## config.mk

```make
export PLATFORM = sky130hd
export DESIGN_NAME = segment_unit_flat
export DESIGN_NICKNAME = d
export VERILOG_FILES = /design/src/rtl/segment_unit_if.sv /design/src/rtl/segment_unit.sv /design/src/flat_wrapper.sv
export SDC_FILE = /design/constraint.sdc
export NUM_CORES = 1
export LEC_CHECK = 0
export BUFFER_PORTS_ARGS = -buffer_cell sky130_fd_sc_hd__buf_2
export CORE_ASPECT_RATIO = 1.2
export CORE_MARGIN = 8
export CORE_UTILIZATION = 30
export DETAILED_ROUTE_END_ITERATION = 12
export GPL_TIMING_DRIVEN = 1
export PLACE_DENSITY = 0.47
export SLEW_MARGIN = 10
export SYNTH_ARGS = -nofsm -noshare
export SYNTH_HDL_FRONTEND = slang
export SYNTH_SLANG_ARGS = --single-unit
```

## constraint.sdc

```tcl
create_clock -name clk -period 3.81 [get_ports clk]
set_input_delay 0.5715 -clock clk [delete_from_list [all_inputs] [get_ports clk]]
set_output_delay 0.5715 -clock clk [all_outputs]
set_load 0.02 [all_outputs]
```

## src/rtl/segment_unit_if.sv

```systemverilog
// Request/write/result bundle between the decoder/EU (master) and segment_unit (slave).
// The clock and reset stay outside the bundle as plain module ports.
interface segment_unit_if #(
    parameter int unsigned DATA_W = 16,
    parameter int unsigned SEL_W  = 2,
    parameter int unsigned ADDR_W = 20
);
    logic              wr_en;
    logic [SEL_W-1:0]  wr_sel;
    logic [DATA_W-1:0] wr_data;
    logic              req_valid;
    logic              req_ready;
    logic [SEL_W-1:0]  req_sel;
    logic [DATA_W-1:0] req_offset;
    logic              out_valid;
    logic              out_ready;
    logic [ADDR_W-1:0] out_addr;
    logic [DATA_W-1:0] out_seg;
    logic              sel_err;

    modport master (
        output wr_en, wr_sel, wr_data,
        output req_valid, req_sel, req_offset, out_ready,
        input  req_ready, out_valid, out_addr, out_seg, sel_err
    );

    modport slave (
        input  wr_en, wr_sel, wr_data,
        input  req_valid, req_sel, req_offset, out_ready,
        output req_ready, out_valid, out_addr, out_seg, sel_err
    );
endinterface

```

## src/rtl/segment_unit.sv

```systemverilog
// Segment register file feeding a 2-stage valid/ready pipeline that forms
// (segment << SHIFT) + offset physical addresses and reports the segment used.
module segment_unit #(
    parameter int unsigned DATA_W  = 16,
    parameter int unsigned NUM_SEG = 4,
    parameter int unsigned SEL_W   = 2,
    parameter int unsigned SHIFT   = 4,
    parameter int unsigned ADDR_W  = 20
) (
    input logic           clk,
    input logic           rst,
    segment_unit_if.slave bus
);

    localparam int unsigned    SumW    = DATA_W + SHIFT + 1;
    localparam logic [SEL_W:0] NumSegW = (SEL_W + 1)'(NUM_SEG);

    logic [DATA_W-1:0] seg_q [NUM_SEG];

    logic              s1_valid_q;
    logic [DATA_W-1:0] s1_seg_q;
    logic [DATA_W-1:0] s1_off_q;
    logic              out_valid_q;
    logic [ADDR_W-1:0] out_addr_q;
    logic [DATA_W-1:0] out_seg_q;
    logic              sel_err_q;

    logic              wr_in_range;
    logic              req_in_range;
    logic              advance;
    logic              req_ready;
    logic              accept;
    logic [DATA_W-1:0] req_seg;
    logic [ADDR_W-1:0] addr_d;

    assign wr_in_range  = {1'b0, bus.wr_sel} < NumSegW;
    assign req_in_range = {1'b0, bus.req_sel} < NumSegW;

    // Stage 2 (and stage 1 behind it) moves whenever the result slot is free or being taken.
    assign advance   = !out_valid_q || bus.out_ready;
    assign req_ready = !rst && (!s1_valid_q || advance);
    assign accept    = bus.req_valid && req_ready;

    // Write-first: a same-cycle write to the requested segment wins over the stored value.
    always_comb begin
        req_seg = '0;
        if (req_in_range) begin
            if (bus.wr_en && (bus.wr_sel == bus.req_sel)) begin
                req_seg = bus.wr_data;
            end else begin
                req_seg = seg_q[bus.req_sel];
            end
        end
    end

    // The inner add cannot overflow SumW; the outer cast truncates or zero-extends.
    assign addr_d = ADDR_W'(SumW'({s1_seg_q, {SHIFT{1'b0}}}) + SumW'(s1_off_q));

    always_ff @(posedge clk or posedge rst) begin
        if (rst) begin
            for (int i = 0; i < int'(NUM_SEG); i++) begin
                seg_q[i] <= '0;
            end
        end else if (bus.wr_en && wr_in_range) begin
            seg_q[bus.wr_sel] <= bus.wr_data;
        end
    end

    always_ff @(posedge clk or posedge rst) begin
        if (rst) begin
            s1_valid_q  <= 1'b0;
            s1_seg_q    <= '0;
            s1_off_q    <= '0;
            out_valid_q <= 1'b0;
            out_addr_q  <= '0;
            out_seg_q   <= '0;
            sel_err_q   <= 1'b0;
        end else begin
            // One pulse even if both ports carry a bad selector in the same cycle.
            sel_err_q <= (bus.wr_en && !wr_in_range) || (accept && !req_in_range);

            if (accept) begin
                s1_valid_q <= 1'b1;
                s1_seg_q   <= req_seg;
                s1_off_q   <= bus.req_offset;
            end else if (advance) begin
                s1_valid_q <= 1'b0;
            end

            if (advance) begin
                out_valid_q <= s1_valid_q;
                if (s1_valid_q) begin
                    out_addr_q <= addr_d;
                    out_seg_q  <= s1_seg_q;
                end
            end
        end
    end

    assign bus.req_ready = req_ready;
    assign bus.out_valid = out_valid_q;
    assign bus.out_addr  = out_addr_q;
    assign bus.out_seg   = out_seg_q;
    assign bus.sel_err   = sel_err_q;

endmodule
```

## src/flat_wrapper.sv

```systemverilog
// flat-port wrapper written by rule: the top's interface ports become plain ports
module segment_unit_flat 
#(
    parameter int unsigned DATA_W  = 16,
    parameter int unsigned NUM_SEG = 4,
    parameter int unsigned SEL_W   = 2,
    parameter int unsigned SHIFT   = 4,
    parameter int unsigned ADDR_W  = 20
)
  (clk, rst, bus_wr_en, bus_wr_sel, bus_wr_data, bus_req_valid, bus_req_sel, bus_req_offset, bus_out_ready, bus_req_ready, bus_out_valid, bus_out_addr, bus_out_seg, bus_sel_err);
  segment_unit_if #(.DATA_W(DATA_W), .SEL_W(SEL_W), .ADDR_W(ADDR_W)) bus_i ();
  input logic clk;
  input logic rst;
  input wire logic [$bits(bus_i.wr_en)-1:0] bus_wr_en;
  input wire logic [$bits(bus_i.wr_sel)-1:0] bus_wr_sel;
  input wire logic [$bits(bus_i.wr_data)-1:0] bus_wr_data;
  input wire logic [$bits(bus_i.req_valid)-1:0] bus_req_valid;
  input wire logic [$bits(bus_i.req_sel)-1:0] bus_req_sel;
  input wire logic [$bits(bus_i.req_offset)-1:0] bus_req_offset;
  input wire logic [$bits(bus_i.out_ready)-1:0] bus_out_ready;
  output wire logic [$bits(bus_i.req_ready)-1:0] bus_req_ready;
  output wire logic [$bits(bus_i.out_valid)-1:0] bus_out_valid;
  output wire logic [$bits(bus_i.out_addr)-1:0] bus_out_addr;
  output wire logic [$bits(bus_i.out_seg)-1:0] bus_out_seg;
  output wire logic [$bits(bus_i.sel_err)-1:0] bus_sel_err;
  assign bus_i.wr_en = bus_wr_en;
  assign bus_i.wr_sel = bus_wr_sel;
  assign bus_i.wr_data = bus_wr_data;
  assign bus_i.req_valid = bus_req_valid;
  assign bus_i.req_sel = bus_req_sel;
  assign bus_i.req_offset = bus_req_offset;
  assign bus_i.out_ready = bus_out_ready;
  assign bus_req_ready = bus_i.req_ready;
  assign bus_out_valid = bus_i.out_valid;
  assign bus_out_addr = bus_i.out_addr;
  assign bus_out_seg = bus_i.out_seg;
  assign bus_sel_err = bus_i.sel_err;
  segment_unit #(.DATA_W(DATA_W), .NUM_SEG(NUM_SEG), .SEL_W(SEL_W), .SHIFT(SHIFT), .ADDR_W(ADDR_W)) u_core (.clk(clk), .rst(rst), .bus(bus_i));
endmodule
```

==> summary.md <==
| Metric | Value |
|---|---|
| Cts bufs inserted | 17 |
| Synth area leaders | dfrtp_1 (55%), mux2_2 (17%), mux4_2 (5.9%) |
| CTS root buf | clkbuf_16 |
| Headroom to the max-slew limit | 30.0% |
| Critical Path Sink Type | flop |
| Ports | 80 |
| Total leakage power | 0.00337 µW |
| DRC Markers | 0 |
| Gate Count Post-Synth | ~440 |
| FF-to-FF setup slack | ~1.5 ns |
| Non-Filler Instances | 796 |
| RSZ-0062 raised after global routing | false |
| H-Tree Depth | 4 |
| Ant diodes | 0 |
| Layout Area Growth over Synthesis | 20.8% |
| Main synth FF type | dfrtp_1 |
| Initial antenna violation count | 3 |
| Grt ovf | 0 |
| Max-cap viol count | 0 |
| DRT Wirelength | ~14000 µm |
| Hpwl dp | roughly 10000 µm |
| Synth warnings | 0 |
| Post-synth top cells | dfrtp_1 (134), mux2_2 (93), nand2_1 (38) |
| Clk pin slew, worst setup/hold paths | ~0.05 ns |
| Placed cells | ~770 |
| Final setup TNS | 0 ns |
| Routability cong. | 0.759 |
| Vias in the first global route | 4069 |
| First-pass DRT Iterations | 6 |
| Clk_lat worst skew | a little over 0.4 ns |
| DIE HEIGHT | roughly 170 µm |
| Seq/Total Area, Yosys | between 50 and 60% |
| Post-synth EDFFs | 0 |
| Largest net degree at the start of global routing | 75 |
| Pwr/cell area | about 680 nW/µm² |
| Vias per inst | 4.73 |
| Post-route design area | around 7400 µm² |
| Dominant cell type by area after synthesis | dfrtp_1 |
| Most frequent cell after synthesis | dfrtp_1 |
| Syn_area_per_cell | 13.8 µm² |
| Peak VDD IR | between 0.2 and 0.3 mV |
| CP Class | reg -> reg |
| Fmax | about 0.43 GHz |
| Status | completed |
| CTS tree | yes |
| Final Slew Violations | 0 |
| 1st-iter DRT viols | 162 |
| DP Worst Slack | approximately 1.5 ns |
| Mapped cell area | just over 6000 µm² |
| Die Wd | between 100 and 150 µm |
| Maximum root-to-sink buffer count | 2 |
| Period utilization | between 60% and 70% |
| Startpoint Class | flop |
| Synth top area share | a little over half |
| DRT antenna net count | 0 |
| CP Data Arrival Time | 2.60 ns |
| Final WS setup | 1.48 ns |
| Cts hold-fix bufs | 0 |
| Synthesized Nets | 495 |
| Setup Skew | slightly above 0.007 ns |
| DP Area | between 6000 and 7000 µm² |
| Wire per inst | 17.6 µm |
| Total GRT Usage | around 12% |
| Tmin final | between 2 and 2.5 ns |
| Setup repair bufs after CTS | 0 |
| Endpoints failing setup | 0 |
| Nets | 575 |
| Via count | about 3.8k |
| Count of cell types in the netlist | roughly 40 |
| Clock Sinks | approximately 130 |
| Core area | just over 20000 µm² |
| Worst-Margin Slew | between 1 and 1.5 ns |
| Global-route wire length before repair | between 20000 and 25000 µm |
| Initial Utilization | a little under a third |
| Final Hold Viols | 0 |
| # rows | 57 |
| Synthesized flop and latch total | roughly 130 |
| Asr flop ratio synth | 100% |
| Die area | between 20000 and 30000 µm² |
| Min-delay worst type | in -> async |
| Post_cts resized | 0 |
| Buffers on Ports | 78 |
| CP required | between 4 and 5 ns |
| CP Max Fanout | 3 |
| Layout cells sized above 1 | ~43% |
-- critical path, cell delays in order (launching register included) --
cell,delay [ns]
dfrtp_1,0.39
ha_1,0.21
fa_1,0.42
a211oi_1,0.32
o21ai_0,0.19
a311oi_2,0.35
nor2_1,0.10
xnor2_1,0.14
o21ai_1,0.07
-- worst paths after layout --
check,cells past startpoint,to,start
setup reg to reg,8,u_core.bus.out_addr[18],u_core.s1_seg_q[0]
setup / recovery,8,u_core.bus.out_addr[18],u_core.s1_seg_q[0]
min in group clk,2,u_core.s1_off_q[2],bus_req_offset[2]
hold / removal,2,u_core.s1_off_q[0],rst
max in group asynchronous,3,u_core.seg_q[29],rst
hold reg to reg,2,u_core.bus.out_addr[9],u_core.bus.out_addr[9]
-- routing by layer --
metal	track usage, %	vias up	routed length, µm	part of all wire (%)
met5	0	-	38	0.27
met4	5.02	6	236	1.7
met3	3.90	22	720	5.2
met2	20.5	86	7200	52
met1	12.3	1896	5780	41
li1	-	1752	-	-
-- where the power goes --
part           switching, µW  leakage, µW  internal [µW]
Sequential               232      0.00162           1790
Combinational            734      0.00147            614
Clock                    566     0.000283           1070
Total                   1530      0.00337           3480
-- cells by family (layout without fill, tap and decap cells) --
family	count (synthesis)	count (layout)	synth area share [%]
muxes	134	134	27.4
DFF	134	134	55.0
AOI/OAI and AO/OA	61	61	6.20
and+or+nand+nor	58	58	4.45
buffers and inverters	24	114	1.85
xor gates and xnor gates	16	16	2.30
adders and majority gates	13	13	2.79
other	1	1	0.0615
-- metrics by stage --
stage / hold WS, ns / utilization [%] / total power, µW
CTS: 0.186 / 36.6 / 5090
finish: 0.191 / 36.6 / 5010
global route: 0.208 / 36.6 / 5290
detailed placement: 0.471 / 33.7 / 3420
floorplan: 0.453 / - / 2960
global placement: 0.463 / 33.7 / 3370
-- state kept, by name, indices dropped and copies added (netlist names) --
name / count
u_core.s1_seg_q: 16
u_core.seg_q: 64
u_core.bus.out_valid: 1
u_core.bus.out_seg: 16
u_core.s1_off_q: 16
u_core.bus.out_addr: 20
u_core.s1_valid_q: 1
-- cells in the final DEF (no fill, tap or decap), types with 9 or more instances in the layout --
cell type / synthesis / layout
dfrtp_1: 134 / 134
mux2_2: 93 / 93
buf_2: 12 / 78
nand2_1: 38 / 36
o21ai_1: 19 / 19
clkbuf_16: 0 / 17
mux4_2: 16 / 16
mux2i_1: 16 / 16
o21ai_0: 15 / 15
ha_1: 12 / 12
a21oi_1: 11 / 11
xor2_1: 11 / 11
mux2_1: 9 / 9
-- layout make-up --
| class | count | area (µm²) |
|---|---|---|
| inverters | 1 | 7.51 |
| repair buffers | 84 | 448 |
| clock buffers | 25 | 485 |
| multi-input cells | 283 | 2640 |
| well taps | 265 | 332 |
| clock inverters | 4 | 95.1 |
| fillers | 1978 | 12700 |
| flip-flops and latches | 134 | 3350 |
Note: power is estimated with default switching activity, not from simulation.
